$ cat config.mk
export PLATFORM = sky130hd
export DESIGN_NAME = enemy_unit
export DESIGN_NICKNAME = d
export VERILOG_FILES = /design/src/rtl/enemy_unit.sv
export SDC_FILE = /design/constraint.sdc
export NUM_CORES = 1
export LEC_CHECK = 0
export ABC_AREA = 1
export CAP_MARGIN = 10
export CORE_MARGIN = 2
export CORE_UTILIZATION = 40
export DETAILED_ROUTE_END_ITERATION = 10
export GPL_TIMING_DRIVEN = 1
export PLACE_DENSITY_LB_ADDON = 0.05
export SLEW_MARGIN = 25
export SYNTH_ARGS = -nofsm -noshare
export SYNTH_HDL_FRONTEND = slang
export SYNTH_SLANG_ARGS = --single-unit
$ cat constraint.sdc
create_clock -name clk -period 1.9 [get_ports clk]
set_input_delay 0.475 -clock clk [delete_from_list [all_inputs] [get_ports clk]]
set_output_delay 0.475 -clock clk [all_outputs]
set_load 0.005 [all_outputs]
$ cat src/rtl/enemy_unit.sv
// Single enemy unit: spawns on request, advances toward the opposing front line,
// attacks on a cooldown when blocked, takes damage and dies after a fixed hold.
module enemy_unit #(
  parameter int POS_W     = 9,
  parameter int DMG_W     = 8,
  parameter int HP_W      = 8,
  parameter int COOLDOWN  = 4,
  parameter int DEAD_HOLD = 10,
  parameter int START_POS = 0
) (
  input  logic             clk,
  input  logic             reset,
  input  logic             spawn_req,
  input  logic [1:0]       spawn_type,
  output logic             spawn_ready,
  input  logic             move_en,
  input  logic             damage_en,
  input  logic [DMG_W-1:0] damage_in,
  input  logic [POS_W-1:0] unit_front,
  output logic [POS_W-1:0] position,
  output logic [DMG_W-1:0] damage_out,
  output logic [1:0]       enemy_type,
  output logic             alive,
  output logic             dead
);

  typedef enum logic [1:0] {
    IDLE  = 2'd0,
    SPAWN = 2'd1,
    ALIVE = 2'd2,
    DYING = 2'd3
  } state_t;

  localparam int CD_W   = $clog2(COOLDOWN + 2);
  localparam int HOLD_W = $clog2(DEAD_HOLD + 2);
  localparam int CMP_W  = (DMG_W > HP_W) ? DMG_W : HP_W;

  state_t           state_r, state_s;
  logic [1:0]       type_lat_r, type_lat_s;
  logic [1:0]       etype_r, etype_s;
  logic [POS_W-1:0] pos_r, pos_s;
  logic [HP_W-1:0]  health_r, health_s;
  logic [DMG_W-1:0] power_r, power_s;
  logic [DMG_W-1:0] dmg_out_r, dmg_out_s;
  logic [CD_W-1:0]  cd_r, cd_s;
  logic [HOLD_W-1:0] hold_r, hold_s;

  logic [CMP_W-1:0] hp_ext_s, dmg_ext_s, hp_diff_s;
  logic             kill_s, advance_s;

  // Attack strength doubles with each unit type step.
  function automatic logic [DMG_W-1:0] power_f(input logic [1:0] t);
    power_f = DMG_W'(1) << (DMG_W - 4 + int'(t));
  endfunction

  assign hp_ext_s  = CMP_W'(health_r);
  assign dmg_ext_s = CMP_W'(damage_in);
  assign hp_diff_s = hp_ext_s - dmg_ext_s;
  assign kill_s    = damage_en && (dmg_ext_s >= hp_ext_s);
  assign advance_s = (pos_r < unit_front) && (pos_r != {POS_W{1'b1}});

  assign spawn_ready = (state_r == IDLE);
  assign alive       = (state_r == ALIVE);
  assign dead        = (state_r == DYING);
  assign position    = pos_r;
  assign damage_out  = dmg_out_r;
  assign enemy_type  = etype_r;

  // State and datapath registers.
  always_ff @(posedge clk or posedge reset) begin
    if (reset) begin
      state_r    <= IDLE;
      type_lat_r <= 2'd0;
      etype_r    <= 2'd0;
      pos_r      <= POS_W'(START_POS);
      health_r   <= {HP_W{1'b0}};
      power_r    <= {DMG_W{1'b0}};
      dmg_out_r  <= {DMG_W{1'b0}};
      cd_r       <= {CD_W{1'b0}};
      hold_r     <= {HOLD_W{1'b0}};
    end else begin
      state_r    <= state_s;
      type_lat_r <= type_lat_s;
      etype_r    <= etype_s;
      pos_r      <= pos_s;
      health_r   <= health_s;
      power_r    <= power_s;
      dmg_out_r  <= dmg_out_s;
      cd_r       <= cd_s;
      hold_r     <= hold_s;
    end
  end

  // Next-state and datapath update; damage_out is a pulse, so it defaults to zero.
  always_comb begin
    state_s    = state_r;
    type_lat_s = type_lat_r;
    etype_s    = etype_r;
    pos_s      = pos_r;
    health_s   = health_r;
    power_s    = power_r;
    dmg_out_s  = {DMG_W{1'b0}};
    cd_s       = cd_r;
    hold_s     = hold_r;

    case (state_r)
      IDLE: begin
        if (spawn_req && (spawn_type != 2'd0)) begin
          type_lat_s = spawn_type;
          state_s    = SPAWN;
        end else begin
          state_s    = IDLE;
        end
      end
      SPAWN: begin
        health_s = {HP_W{1'b1}};
        power_s  = power_f(type_lat_r);
        pos_s    = POS_W'(START_POS);
        cd_s     = {CD_W{1'b0}};
        etype_s  = type_lat_r;
        state_s  = ALIVE;
      end
      ALIVE: begin
        // A lethal hit wins over any move or attack in the same cycle.
        if (kill_s) begin
          health_s = {HP_W{1'b0}};
          hold_s   = {HOLD_W{1'b0}};
          state_s  = DYING;
        end else begin
          if (damage_en) begin
            health_s = hp_diff_s[HP_W-1:0];
          end else begin
            health_s = health_r;
          end
          if (move_en) begin
            if (advance_s) begin
              pos_s = pos_r + POS_W'(1);
            end else if (cd_r == {CD_W{1'b0}}) begin
              dmg_out_s = power_r;
              cd_s      = CD_W'(COOLDOWN);
            end else begin
              cd_s      = cd_r - CD_W'(1);
            end
          end else begin
            pos_s = pos_r;
          end
        end
      end
      DYING: begin
        if (hold_r == HOLD_W'(DEAD_HOLD - 1)) begin
          hold_s  = {HOLD_W{1'b0}};
          etype_s = 2'd0;
          state_s = IDLE;
        end else begin
          hold_s  = hold_r + HOLD_W'(1);
        end
      end
      default: begin
        state_s = IDLE;
      end
    endcase
  end

endmodule

== Word level (Yosys, flattened, before mapping) ==
Index checks and enable logic that the tools add are counted.
Word-level totals
  flip-flop bits (word level): 46
  input port bits: 24
  output and inout port bits: 22
  logic and storage cells: 70
Operators by class
  add/sub/neg operators: 5
  $lt $le $gt $ge: 2
  eq/ne operators: 12
  shifts and indexed selects: 1
  mux-type cells: 25
  reductions and logical operators: 16
Operators with widths (number)
  8-bit 2-to-1 mux: 7
  9-bit 2-to-1 mux: 3
  9-bit one-hot mux with 2 select lines: 1
  8-bit one-hot mux with 2 select lines: 1
  3-bit 2-to-1 mux: 4
  2-bit AND reduction: 5
  9-bit by 1-bit adder with 9-bit output, second input constant: 1
  9-bit < comparator: 1
  9-bit != test, second input constant: 1
  8-bit greater-or-equal comparator: 1
  4-bit 2-to-1 mux: 2
  2-bit one-hot mux with 4 select lines: 1
  4-bit one-hot mux with 2 select lines: 1
  4-bit AND reduction: 2
  2-bit nonzero test: 4
  1-bit by 4-bit << shifter with 8-bit output, first input constant: 1
  8-bit subtractor: 1
  2-bit by 1-bit != test with 1-bit output, second input constant: 3
  2-bit != test, second input constant: 3
  3-bit one-hot mux with 2 select lines: 1
  3-bit by 2-bit adder with 4-bit output, first input constant: 1
  4-bit by 1-bit adder with 4-bit output, second input constant: 1
  2-bit == test, second input constant: 2
  4-bit == test, second input constant: 1
  other kinds (9): 12

== Depth between registers and ports, before layout ==
  word-level depth: 6
  depth in mapped cells: 14
  depth with buffers taken out: 14

== Worst setup path before layout ==
Ideal clock, no wire load.
  path kind: reg-to-reg
  start: register pos_r[0], in the netlist position[0]
  end: register pos_r[3], in the netlist position[3]
  setup time: 0.117 ns
  arrival: 1.923 ns
  required time: 1.783 ns
  slack: -0.140 ns
  cell stages (with the launch flop): 15
  buffers on the path: 0
  period minus slack after synthesis: 2.040 ns
  cells stage by stage: dfrtp_1 ha_1 nand3_1 nor2_1 nand3_1 nor2_1 ha_1 nor2_1 nand3_1 nor2_1 nand3_2 nand2_2 nand3_4 nand2_1 nand2_1
Between the ends
  word-level cells in the longest chain between the ends: 5
  elaborated cells on any way between the ends: 10
  those cells by class: add/sub (1); order compare (1); eq/ne (2); mux (4); reduce/logical (2)
RTL lines
  start: declaration: line 41  | logic [POS_W-1:0] pos_r, pos_s;
  start signal: assignment: line 75  | pos_r <= POS_W'(START_POS);
  start signal: assignment: line 85  | pos_r <= pos_s;
  9-bit by 1-bit adder with 9-bit output: line 137  | pos_s = pos_r + POS_W'(1);
  9-bit 2-to-1 mux: line 136  | if (advance_s) begin
  9-bit 2-to-1 mux: line 135  | if (move_en) begin
  9-bit 2-to-1 mux: line 125  | if (kill_s) begin
  9-bit one-hot mux with 2 select lines: line 106  | case (state_r)
Several ways; a longest one is shown, not always the timed one. The select of a mux whose other input is x is not followed.
A chain may end at the register's enable or synchronous reset.

== Worst setup path in the final report ==
  start: input port unit_front[7]
  end: register pos_r[2], in the netlist position[2]
Between the ends
  word-level cells in the longest chain between the ends: 4
RTL lines
  start: declaration: line 19  | input logic [POS_W-1:0] unit_front,
  9-bit < comparator: line 60  | assign advance_s = (pos_r < unit_front) && (pos_r != {POS_W{1'b1}});
  1-bit logical AND: line 60
  2-bit by 1-bit != test with 1-bit output (no source line)
  4-bit AND reduction (no source line)
Every way passes these cells.

==> metrics.md <==
| Metric | Value |
|---|---|
| Status | finished, violations left |
| Violated checks | negative setup slack |
| Post-synth EDFFs | 0 |
| Top cell type's share of synthesized area | 0.352 |
| Die X | 86.2 um |
| Core Area | 6460 um2 |
| Area of the mapped netlist | 2700 um2 |
| Io pins | 46 |
| # hold bufs at CTS | 0 |
| Worst skew pair latency | 0.29 ns |
| Critical path data required time | 2.13 ns |
| Met1 wire length | 3.15 mm |
| DR WL met2 | 3.29 mm |
| Synth Area in Adders | 0.128 |
| Syn. warnings | 0 |
| Pin count of the biggest net entering global routing | 39 |
| Post-synth top cells | nand2_1, inv_1, dfrtp_1, nand3_1, nor2_1 |
| Max-cap violations | 0 |
| PortBufs | 41 |
| CP endpoint kind | flop |
| H-tree levels | 2 |
| Clock-pin slew on the worst setup and hold paths | 0.08 ns |
| Asr flop ratio synth | 1.00 |
| Cts bufs inserted | 5 |
| First-pass GRT wire length | 11.3 mm |
| Non-filler cells, final | 533 |
| Post-placement setup slack | -0.571 ns |
| Pwr dens | 1140 nW/um2 |
| Final-report hold violation count | 0 |
| Mean Syn Cell Area | 7.51 um2 |
| Initial DRC Count | 100 |
| CTS tree | done |
| Routed WL | 6.74 mm |
| Slew Limit Fails | 0 |
| CP Data Arrival Time | 2.15 ns |
| Worst Path Max Fanout | 4 |
| Top sig layer | met4 |
| Final worst-path cycle share | 1.01 |
| Pre-antenna DRT Iters | 4 |
| GPL Wtd Cong | 0.836 |
| Clk root buf | clkbuf_8 |
| Final min period | 1.92 ns |
| DR WL met3 | 189 um |
| Gr ovfl total | 0 |
| Share of cells above drive strength 1 | 0.289 |
| GRT Resource Usage Total | 0.190 |
| Most numerous cell in the Yosys netlist | nand2_1 |
| Residual DRC count | 0 |
| Main combinational cell family by area after synthesis | simple AND/OR/NAND/NOR gates |
| Area Growth Syn to Fin | 48.9% |
| Initial antenna violation count | 0 |
| Drt wl/cell | 12.6 um |
| F_max | 0.521 GHz |
| Routed Antenna Nets | 0 |
| Clock Skew | 0.00533 ns |
| Die Span Y | 86.2 um |
| CP startpoint kind | input pin |
| Max clock buf depth | 2 |
| Max VDD drop | 0.000616 V |
| CP Class | in -> reg |
| Starting density of the core | 0.418 |
| Synth Register Bits | 38 |
| Mux contribution to synthesized area | 0.00417 |
| Prevailing post-synth register cell | dfrtp_1 |
| Post-synthesis cell type count | 35 |
| Vias in the first global route | 2,497 |
| Final Setup Violations | 9 |
| Layout fillers | 578 |
| Placed Cells | 510 |
| Post-synthesis sequential area ratio | 0.352 |
| Vias per cell | 4.90 |
| Synth top area cells | dfrtp_1, nand2_1, ha_1 |
| Compound-gate portion of the synthesized area | 0.0463 |
| Final HPWL DP | 4.78 mm |
| Simple-Gate Fraction of Synth Area | 0.364 |
| Die Area | 7430 um2 |
| Worst setup slack after layout | -0.0208 ns |
| Hold Path Class | reg -> reg |
| Nets | 506 |
| Post-Synth XOR/XNOR Area | 0.00972 |
| Final Hold Slack | 0.480 ns |
| Post-Route Setup TNS | -0.0736 ns |
| TritonCTS sink count | 38 |
| RSZ-0062 raised after global routing | yes |
| Mapped Cells | 360 |
| Routed vias | 2,612 |
| Dominant cell type by area after synthesis | dfrtp_1 |
| Leak | 2.05 nW |
| FP Rows | 29 |
| Diode count | 0 |
registers in the layout, indices dropped and copies added (netlist names):
signal	flops
state_r	2
type_lat_r	2
health_r	8
hold_r	4
damage_out	4
position	9
cd_r	3
enemy_type	2
power_r	4
stage by stage:
step | util | area [um2] | total power, mW
3_3_place_gp | 0.537 | 3470 | 3.30
2_1_floorplan | - | 2740 | 2.53
6_report | 0.623 | 4020 | 4.60
5_1_grt | 0.623 | 4020 | 4.98
4_1_cts | 0.593 | 3830 | 4.41
3_5_place_dp | 0.537 | 3470 | 3.32
per-layer routing:
metal / vias to the layer above / track usage
li1: 1341 / -
met1: 1217 / 0.243
met5: - / 0
met2: 44 / 0.325
met3: 10 / 0.0305
met4: 0 / 0.0653
critical path: stages:
cell and delay, ns:
clkdlybuf4s50_1 0.46, inv_1 0.04, ha_1 0.32, nand3_1 0.10
nand3_1 0.09, nor2_2 0.15, nand3_4 0.11, nand2_4 0.12
buf_4 0.14, nand4_1 0.08, nand2_1 0.08
path summary, 6_finish.rpt:
check | slack [ns] | endpoint | cells past startpoint | startpoint
hold reg to reg | 0.48 | power_r[5]$_DFFE_PP0P_ | 1 | type_lat_r[1]$_DFFE_PP0P_
setup / recovery | -0.02 | position[2]$_DFFE_PP0P_ | 11 | unit_front[7]
min in group asynchronous | 0.54 | enemy_type[0]$_DFFE_PP0P_ | 3 | reset
setup reg to reg | 0 | position[2]$_DFFE_PP0P_ | 14 | position[1]$_DFFE_PP0P_
max in group asynchronous | 1.16 | position[5]$_DFFE_PP0P_ | 3 | reset
hold / removal | 0.48 | power_r[5]$_DFFE_PP0P_ | 1 | type_lat_r[1]$_DFFE_PP0P_
cell families after synthesis:
| group | Yosys count |
|---|---|
| multiplexers | 1 |
| flip-flops | 38 |
| buffers and inverters | 60 |
| adder cells (fa/ha/maj) | 27 |
| AND/OR/NAND/NOR | 207 |
| XOR/XNOR | 3 |
| other | 1 |
| AO/OA/AOI/OAI | 23 |
what timing repair did:
action	in CTS	in global routing
setup endpoints to repair	33	33
pin swaps	32	19
gates cloned	2	0
buffers inserted	9	4
resized for setup	44	36
layout by cell type, fill, tap and decap left out, drive strengths merged:
cell	instances
a21boi	1
a21o	1
a21oi	6
buf	48
bufinv	1
clkbuf	5
clkdlybuf4s50	30
clkinv	2
clkinvlp	1
conb	4
dfrtp	38
dlygate4sd2	7
dlymetal6s2s	4
fa	1
ha	26
inv	53
mux2	1
nand2	115
nand3	36
nand3b	2
nand4	15
nor2	33
nor3	1
nor3b	4
o21a	1
o21ai	12
o22ai	2
or2	3
xnor2	2
xor2	1
final cells by class:
class | count | area, um2 | area share
timing repair buffer | 89 | 792 | 0.197
tap | 77 | 96.3 | 0.0239
sequential | 38 | 952 | 0.237
clock buffer | 5 | 68.8 | 0.0171
multi-input combinational | 267 | 1870 | 0.464
inverter | 54 | 206 | 0.0513
clock inverter | 3 | 40.0 | 0.00995
power by group:
part	leakage [nW]	total [mW]	internal (mW)	switching [mW]
combinational	1.49	2.70	1.27	1.44
sequential	0.494	1.21	1.02	0.186
clock	0.0579	0.685	0.387	0.298
total	2.05	4.60	2.68	1.92
Note: power is estimated with default switching activity, not from simulation.
